`config.mk`:
```
export PLATFORM = sky130hd
export DESIGN_NAME = sd_req_arbiter
export DESIGN_NICKNAME = d
export VERILOG_FILES = /design/src/rtl/sd_req_arbiter.sv
export SDC_FILE = /design/constraint.sdc
export NUM_CORES = 1
export LEC_CHECK = 0
export BUFFER_PORTS_ARGS = -buffer_cell sky130_fd_sc_hd__buf_2
export CAP_MARGIN = 20
export CORE_UTILIZATION = 44
export DETAILED_ROUTE_END_ITERATION = 7
export PLACE_DENSITY = 0.82
export SYNTH_ARGS = -nofsm -noshare
export SYNTH_HDL_FRONTEND = slang
export SYNTH_SLANG_ARGS = --single-unit
export TNS_END_PERCENT = 20
```
`constraint.sdc`:
```
create_clock -name clk_sys -period 7.71 [get_ports clk_sys]
set_input_delay 1.542 -clock clk_sys [delete_from_list [all_inputs] [get_ports clk_sys]]
set_output_delay 1.542 -clock clk_sys [all_outputs]
set_load 0.05 [all_outputs]
```
`src/rtl/sd_req_arbiter.sv`:
```
// Round-robin arbiter that multiplexes NDEV emulated SD requesters onto one IO controller port.
// A requester is blocked after its transfer completes until it drops its request level.
module sd_req_arbiter #(
  parameter int NDEV = 4,
  parameter int IW   = 3
) (
  input  logic                 clk_sys,
  input  logic                 reset_n,
  input  logic [32*NDEV-1:0]   req_lba,
  input  logic [NDEV-1:0]      req_rd,
  input  logic [NDEV-1:0]      req_wr,
  output logic [NDEV-1:0]      req_ack,
  output logic [NDEV-1:0]      req_buff_wr,
  input  logic [8*NDEV-1:0]    req_buff_din,
  output logic [31:0]          sd_lba,
  output logic                 sd_rd,
  output logic                 sd_wr,
  output logic [IW-1:0]        sd_dev,
  input  logic                 sd_ack,
  input  logic                 sd_buff_wr,
  output logic [7:0]           sd_buff_din
);

  typedef enum logic [1:0] {IDLE, ISSUE, XFER, RELEASE} state_t;

  state_t          state, state_nxt;
  logic [IW-1:0]   gnt;
  logic [IW-1:0]   rr_ptr;
  logic [NDEV-1:0] hold, hold_nxt;
  logic [NDEV-1:0] eligible;
  logic            pick_vld;
  logic [IW-1:0]   pick_idx;
  logic [31:0]     pick_lba;
  logic            pick_rd, pick_wr;
  int              best_dist;
  logic [NDEV-1:0] gnt_onehot;
  logic [7:0]      gnt_din;
  logic            done;

  // Distance from the round-robin pointer to idx, walking upward and wrapping at NDEV.
  function automatic int ring_dist(input int idx, input logic [IW-1:0] base);
    int d;
    d = idx - int'(base);
    if (d < 0) d = d + NDEV;
    return d;
  endfunction

  function automatic logic [IW-1:0] wrap_inc(input logic [IW-1:0] idx);
    int n;
    n = int'(idx) + 1;
    if (n >= NDEV) n = 0;
    return IW'(n);
  endfunction

  always_comb begin
    eligible  = (req_rd | req_wr) & ~hold;
    pick_vld  = 1'b0;
    pick_idx  = '0;
    pick_lba  = '0;
    pick_rd   = 1'b0;
    pick_wr   = 1'b0;
    best_dist = NDEV;
    for (int i = 0; i < NDEV; i++) begin
      if (eligible[i] && (ring_dist(i, rr_ptr) < best_dist)) begin
        best_dist = ring_dist(i, rr_ptr);
        pick_vld  = 1'b1;
        pick_idx  = IW'(i);
        pick_lba  = req_lba[32*i +: 32];
        pick_rd   = req_rd[i];
        pick_wr   = req_wr[i];
      end
    end
  end

  always_comb begin
    gnt_onehot = '0;
    gnt_din    = '0;
    for (int i = 0; i < NDEV; i++) begin
      if (gnt == IW'(i)) begin
        gnt_onehot[i] = 1'b1;
        gnt_din       = req_buff_din[8*i +: 8];
      end
    end
  end

  assign done = (state == XFER) && !sd_ack;

  // Set on completion wins over the level-based clear; the clear lands one cycle later if the level is already low.
  always_comb begin
    hold_nxt = hold & (req_rd | req_wr);
    if (done) hold_nxt = hold_nxt | gnt_onehot;
  end

  always_ff @(posedge clk_sys) begin
    if (!reset_n) state <= IDLE;
    else          state <= state_nxt;
  end

  always_comb begin
    state_nxt   = state;
    req_ack     = '0;
    req_buff_wr = '0;
    sd_buff_din = '0;
    case (state)
      IDLE:    if (pick_vld) state_nxt = ISSUE;
      ISSUE: begin
        sd_buff_din = gnt_din;
        if (sd_ack) state_nxt = XFER;
      end
      XFER: begin
        sd_buff_din = gnt_din;
        req_ack     = gnt_onehot & {NDEV{sd_ack}};
        req_buff_wr = gnt_onehot & {NDEV{sd_buff_wr}};
        if (!sd_ack) state_nxt = RELEASE;
      end
      RELEASE: state_nxt = IDLE;
      default: state_nxt = IDLE;
    endcase
    if (!reset_n) begin
      req_ack     = '0;
      req_buff_wr = '0;
      sd_buff_din = '0;
    end
  end

  always_ff @(posedge clk_sys) begin
    if (!reset_n) begin
      gnt    <= '0;
      rr_ptr <= '0;
      hold   <= '0;
      sd_rd  <= 1'b0;
      sd_wr  <= 1'b0;
      sd_lba <= '0;
      sd_dev <= '0;
    end else begin
      hold <= hold_nxt;
      if ((state == IDLE) && pick_vld) begin
        gnt    <= pick_idx;
        sd_dev <= pick_idx;
        sd_lba <= pick_lba;
        sd_rd  <= pick_rd;
        sd_wr  <= pick_wr & ~pick_rd;
      end
      if ((state == ISSUE) && sd_ack) begin
        sd_rd <= 1'b0;
        sd_wr <= 1'b0;
      end
      if (done) rr_ptr <= wrap_inc(gnt);
    end
  end

endmodule

```
==> impl_metrics.py, run 1 <==
metrics = {
    "status": {
        "status": "completed",
    },
    "worst_setup_path": {
        "path_common_cell": "sky130_fd_sc_hd__ha_1",
        "timing.critical_path.to_type": "flip-flop",
        "rrSetupSlack_ps": 1110,
        "worstPathMaxFanout": 33,
        "critical-path-max-stage-delay_ps": 680,
        "timing.setup.critical_path_class": "primary input to flip-flop",
        "timing.critical_path.from_type": "primary input",
        "arrival_ps": 7030,
        "cp_data_required_time_ps": 7940,
        "cpMaxStageDelayCell": "sky130_fd_sc_hd__or3_2",
    },
    "global_routing": {
        "wire_length_of_the_first_global_routing_pass_um": 19400,
        "grt_pass1_vias": 3966,
        "global_route.usage.met2": 0.502,
        "grt_start_max_net_pins": 49,
        "grt_use_met3": 0.0488,
        "antenna_found_initial": 0,
        "grt.overflow.total": 0,
        "grt_resource_usage_total": 0.282,
        "grtUsageMet1": 0.353,
        "top_usage_layer": "met2",
    },
    "floorplan": {
        "floorplan.core_area_um2": 7890,
        "die_width_um": 93.3,
        "die_area_um2": 8700,
        "num_rows": 32,
        "die_h_um": 93.3,
        "floorplan.initialDensity": 0.465,
        "design.portCount": 225,
    },
    "power": {
        "intPower_uw": 992,
        "report.power.total_uw": 2240,
        "cellLeakagePower_uw": 0.00254,
        "share_clk_of_total_power": 0.085,
        "power_switching_share": 0.557,
        "seq_power_share": 0.162,
        "peakVddDrop_v": 0.000242,
        "power_frac_comb": 0.754,
        "power_switching_uw": 1250,
        "cellPowerDensity_nw_per_um2": 459,
    },
    "clocking": {
        "cts_root_buffer": "sky130_fd_sc_hd__clkbuf_8",
        "tritoncts_clock_tree": "done",
        "cts-resized-gates": 0,
        "clk_latency_ps": 310,
        "postCtsSetupRepairBufs": 0,
        "htree_num_levels": 2,
        "clkSlewWorstSetupHoldPaths_ps": 90,
        "cts_buffers": 5,
        "cts_hold_buf": 0,
        "cts.path.max_buffers": 2,
        "clock-sinks": 45,
    },
    "synth": {
        "syn_area_um2": 3670,
        "synth_top_cells_by_area": "sky130_fd_sc_hd__dfxtp_1 25%, sky130_fd_sc_hd__a211o_1 7.6%, sky130_fd_sc_hd__a21oi_1 7.6%, sky130_fd_sc_hd__nor2_1 7.0%, sky130_fd_sc_hd__ha_1 6.5%",
        "synth_seq_area_share": 0.246,
        "synth_fp_nets": 711,
        "synth_enable_flop_cells": 0,
        "synth_ff_type": "sky130_fd_sc_hd__dfxtp_1",
        "yosysWarningCount": 0,
        "avgSynthCellArea_um2": 7.05,
        "netlist_top_cells_count": "68 x sky130_fd_sc_hd__nor2_1, 56 x sky130_fd_sc_hd__a21oi_1, 51 x sky130_fd_sc_hd__nand2_1",
        "netlist_instances": 520,
        "synth.most_common_cell": "sky130_fd_sc_hd__nor2_1",
        "netlist-cell-type-count": 50,
        "synthDominantAreaCellType": "sky130_fd_sc_hd__dfxtp_1",
        "synth_top_cell_area_share": 0.246,
        "postSynthRegisterBits": 45,
        "async_reset_ff_frac": 0,
    },
    "sta": {
        "finalCriticalPeriod_ps": 6790,
        "fmaxAchievable_ghz": 0.147,
        "layout_setup_ws_ps": 917,
        "finalSetupViolCount": 0,
        "max_slew_violation_count": 0,
        "finalSetupTns_ps": 0,
        "clock_skew_ps": 13.3,
        "tightestPinTransition_ps": 1010,
        "rsz_0062_raised_after_global_routing": "no",
        "hold_viol_final": 0,
        "post-route-period-util": 0.881,
        "relSlewSlack": 0.325,
    },
    "placement": {
        "detailedPlacementHpwl_um": 9820,
        "postPlaceCellArea_um2": 4760,
        "buffer_ports.inserted": 223,
        "pre_cts_ws_ps": 651,
        "routabilityCongestion": 0.899,
    },
    "layout": {
        "area_of_all_sequential_standard_cells_um2": 901,
        "num-nets-final": 903,
        "layout.filler_cells": 752,
        "synthToLayoutAreaGrowth_pct": 32.9,
        "antenna_cells": 0,
        "finalInstanceArea_um2": 4870,
        "layout_cells_sized_above_1": 0.348,
        "multi_input_area_um2": 2520,
    },
    "route": {
        "route.antenna.remaining_nets": 0,
        "post_drt_wl_per_cell_um": 15.8,
        "avgViaCountPerCell": 5.60,
        "detail_route.drc_violations": 0,
        "drt_first_iter_violations": 191,
        "dr_total_vias": 4564,
        "routed_wl_um": 12900,
        "drt_pre_antenna_iters": 5,
    },
    "job": {
        "maxCapViolations": 0,
    },
    "hold_path": {
        "worst_hold_path_type": "flip-flop to flip-flop",
    },
}
==> worst max-delay path, delay by kind of cell <==
family	cells	cell delay, ps
and+or+nand+nor	10	2500
AOI/OAI and AO/OA	8	1520
adders and majority gates	3	640
buffers and inverters	3	530
muxes	1	270
==> layout by cell type, fill, tap and decap left out, types with 2 or more instances in the layout <==
cell type	instances
sky130_fd_sc_hd__nor2b_1	4
sky130_fd_sc_hd__nor3_1	3
sky130_fd_sc_hd__a211o_1	32
sky130_fd_sc_hd__and3_1	36
sky130_fd_sc_hd__o21bai_1	3
sky130_fd_sc_hd__a21boi_0	7
sky130_fd_sc_hd__o21ai_0	43
sky130_fd_sc_hd__and2_1	12
sky130_fd_sc_hd__nor2_1	66
sky130_fd_sc_hd__a22oi_1	9
sky130_fd_sc_hd__dfxtp_1	45
sky130_fd_sc_hd__nor3b_1	2
sky130_fd_sc_hd__buf_4	7
sky130_fd_sc_hd__a21boi_1	2
sky130_fd_sc_hd__nand2_1	51
sky130_fd_sc_hd__or3_1	3
sky130_fd_sc_hd__nand3_1	2
sky130_fd_sc_hd__buf_2	223
sky130_fd_sc_hd__inv_1	12
sky130_fd_sc_hd__mux2i_1	2
sky130_fd_sc_hd__clkbuf_8	5
sky130_fd_sc_hd__nand2b_1	3
sky130_fd_sc_hd__a21oi_1	56
sky130_fd_sc_hd__ha_1	19
sky130_fd_sc_hd__a31oi_1	33
sky130_fd_sc_hd__o31ai_1	3
sky130_fd_sc_hd__nor2_2	2
==> metrics by stage <==
step                      hold slack (ps)  cells   util
after global placement                458    807  0.604
final                                 483    815  0.618
after global routing                  500    815  0.618
after floorplan                       452    520      -
after detailed placement              468    807  0.604
after CTS                             483    815  0.618
==> layer usage <==
metal  share of wire  routed length (µm)
met4           0.016                 211
met5               0                   0
met1            0.41                5330
met2            0.50                6420
met3           0.073                 947
==> state kept, by name, indices dropped and copies added, names as in the netlist <==
signal	count
gnt	2
sd_lba	32
hold	4
sd_wr	1
sd_rd	1
rr_ptr	3
state	2
==> final cells by class <==
class | instances | share of cell area
Tap cell | 102 | 0.0262
Sequential cell | 45 | 0.185
Clock inverter | 2 | 0.00796
Inverter | 12 | 0.00924
Multi-Input combinational cell | 418 | 0.517
Timing Repair Buffer | 230 | 0.240
Clock buffer | 6 | 0.0149
==> kinds of logic (layout without fill, tap and decap cells) <==
group	count (synthesis)	count (layout)	synth area share
AOI/OAI and AO/OA	202	202	0.356
xor gates and xnor gates	2	2	0.00478
adders and majority gates	19	19	0.0648
buffers and inverters	57	250	0.0716
DFF	45	45	0.246
muxes	2	2	0.00546
other	1	1	0.00102
and+or+nand+nor	192	192	0.250
==> power groups by stage <==
| stage | Sequential [µW] | Combinational [µW] | Clock [µW] |
|---|---|---|---|
| detailed placement | 365 | 1670 | 0 |
| CTS | 361 | 1680 | 190 |
| global route | 371 | 1850 | 197 |
| floorplan | 600 | 1140 | 0 |
| finish | 363 | 1690 | 189 |
| global placement | 364 | 1640 | 0 |
==> final timing paths <==
check / startpoint / endpoint / cells after the start
setup / recovery: req_rd[0] / sd_wr$_SDFFE_PP0P_ / 25
hold / removal: sd_rd$_SDFFE_PP0P_ / sd_rd$_SDFFE_PP0P_ / 2
setup reg to reg: rr_ptr[1]$_SDFFE_PN0P_ / sd_wr$_SDFFE_PP0P_ / 27
hold reg to reg: sd_rd$_SDFFE_PP0P_ / sd_rd$_SDFFE_PP0P_ / 2
Power figures use the tool's default switching activity.
==> inputs of run 2 (changes only) <==
- CORE_UTILIZATION: 44 -> 40
- PLACE_DENSITY: 0.82 -> 0.78
- clock period: 7.71 -> 5.5 ns (I/O delays scaled with it)
==> impl_metrics.py, run 2 (synthesized netlist as in run 1, its figures left out) <==
metrics = {
    "power": {
        "report.power.total_uw": 3580,
        "cellLeakagePower_uw": 0.00277,
        "peakVddDrop_v": 0.000347,
        "cellPowerDensity_nw_per_um2": 658,
    },
    "clocking": {
        "clk_latency_ps": 320,
        "cts.path.max_buffers": 2,
        "cts_root_buffer": "sky130_fd_sc_hd__clkbuf_8",
        "tritoncts_clock_tree": "done",
        "htree_num_levels": 2,
        "clock-sinks": 45,
        "cts_buffers": 5,
        "clkSlewWorstSetupHoldPaths_ps": 100,
    },
    "global_routing": {
        "antenna_found_initial": 1,
        "wire_length_of_the_first_global_routing_pass_um": 20900,
        "grt_pass1_vias": 4399,
        "grt_start_max_net_pins": 48,
        "grt_resource_usage_total": 0.269,
        "grt.overflow.total": 0,
    },
    "sta": {
        "max_slew_violation_count": 0,
        "finalSetupViolCount": 0,
        "fmaxAchievable_ghz": 0.184,
        "post-route-period-util": 0.986,
        "hold_viol_final": 0,
        "clock_skew_ps": 16.3,
        "finalCriticalPeriod_ps": 5420,
        "relSlewSlack": 0.498,
        "tightestPinTransition_ps": 753,
    },
    "worst_setup_path": {
        "cp_data_required_time_ps": 5740,
        "worstSetupStartpoint": "req_rd[0]",
        "cpLargestDelayFamily": "compound AO/OA/AOI/OAI gates",
        "worstPathMaxFanout": 15,
        "worst-path-buf-inv": 5,
        "worst_r2r_start": "rr_ptr[1]$_SDFFE_PN0P_",
        "timing.critical_path.to_type": "flip-flop",
        "arrival_ps": 5670,
        "timing.critical_path.from_type": "primary input",
        "cpMaxStageDelayCell": "sky130_fd_sc_hd__or3_4",
        "path_common_cell": "sky130_fd_sc_hd__ha_4",
        "critical-path-max-stage-delay_ps": 420,
        "timing.setup.critical_path_class": "primary input to flip-flop",
    },
    "route": {
        "route.antenna.remaining_nets": 0,
        "post_drt_wl_per_cell_um": 16.4,
        "drt_pre_antenna_iters": 7,
        "routed_wl_um": 14000,
        "dr_total_vias": 4818,
        "drt_first_iter_violations": 256,
        "avgViaCountPerCell": 5.64,
        "detail_route.drc_violations": 32,
    },
    "hold_path": {
        "worst_hold_path_type": "flip-flop to flip-flop",
        "min-delay-start": "state[1]$_SDFFE_PN0P_",
    },
    "placement": {
        "buffer_ports.inserted": 223,
        "postPlaceCellArea_um2": 5080,
        "routabilityCongestion": 0.936,
        "detailedPlacementHpwl_um": 10100,
    },
    "layout": {
        "finalInstanceArea_um2": 5440,
        "layout_cells_sized_above_1": 0.421,
        "largestRegisters": "sd_lba x32, hold x4, rr_ptr x3",
        "num-nets-final": 936,
        "regMostFlops": "sd_lba",
        "mostFrequentLayoutCells": "221 x sky130_fd_sc_hd__buf_2, 63 x sky130_fd_sc_hd__nor2_1, 56 x sky130_fd_sc_hd__a21oi_1, 48 x sky130_fd_sc_hd__nand2_1, 42 x sky130_fd_sc_hd__dfxtp_1",
        "most_common_cell_after_layout_fill_and_taps_aside": "sky130_fd_sc_hd__buf_2",
        "synthToLayoutAreaGrowth_pct": 48.2,
        "largest_register_ff_count": 32,
    },
    "status": {
        "violations": "design-rule violations",
        "status": "complete, but fails checks",
    },
    "floorplan": {
        "design.portCount": 225,
        "floorplan.core_area_um2": 8810,
        "floorplan.initialDensity": 0.416,
        "die_width_um": 97.8,
        "die_area_um2": 9560,
        "num_rows": 34,
        "die_h_um": 97.8,
    },
    "job": {
        "maxCapViolations": 0,
    },
}
-- run 2: cell types whose count changed in the layout (fill, tap and decap cells not counted), moves of 4 or more --
cell,delta
sky130_fd_sc_hd__inv_2,+4
sky130_fd_sc_hd__ha_1,-6
sky130_fd_sc_hd__buf_4,+26
sky130_fd_sc_hd__inv_1,-4
sky130_fd_sc_hd__buf_6,+4
sky130_fd_sc_hd__ha_4,+5
-- run 2: per-layer routing --
metal / global-route usage / part of all wire / up-vias
met5: 0 / 0 / -
li1: - / - / 2327
met2: 0.488 / 0.49 / 244
met3: 0.0415 / 0.065 / 37
met4: 0.117 / 0.033 / 0
met1: 0.314 / 0.41 / 2210
-- run 2: repair_timing --
item	in CTS	in global routing
endpoints found under the setup margin	3	36
hold buffers	0	0
cloned	0	2
buffers inserted	2	4
pin swaps	1	15
gates resized for setup	3	32
-- run 2: worst paths after layout --
check | endpoint | slack, ps | cells after the start
worst max-delay path | sd_lba[8]$_SDFFE_PN0P_ | 80 | 26
worst min-delay path | state[1]$_SDFFE_PN0P_ | 490 | 2
worst max register to register | sd_lba[8]$_SDFFE_PN0P_ | 110 | 28
worst min register to register | state[1]$_SDFFE_PN0P_ | 490 | 2
-- run 2: cell type report --
class,count,area [µm²]
fillers,787,3370
multi-input cells,418,2750
repair buffers,263,1510
flip-flops and latches,45,905
well taps,108,135
clock buffers,5,68.8
inverters,12,45.0
clock inverters,3,21.3
diodes,1,2.50
-- run 2: power breakdown --
group / internal [µW] / switching [µW] / total, µW
clock network: 90.6 / 134 / 225
registers: 445 / 63.8 / 509
logic: 1130 / 1710 / 2840
total: 1670 / 1910 / 3580
-- run 2: worst min-delay path, delay by kind of cell (launching register included) --
family           cells  cell delay (ps)
AND/OR/NAND/NOR      1               60
multiplexers         1               60
flip-flops           1              330
-- run 2: per-stage QoR --
step / TNS [ps] / hold slack [ps] / utilization / setup slack (ps) / cells
floorplan: -8250 / 452 / - / -286 / 520
global placement: -3840 / 465 / 0.577 / -138 / 838
detailed placement: -9730 / 485 / 0.577 / -320 / 838
CTS: 0 / 496 / 0.591 / 121 / 848
global route: -1490 / 540 / 0.617 / -144 / 855
finish: 0 / 493 / 0.617 / 75.1 / 855
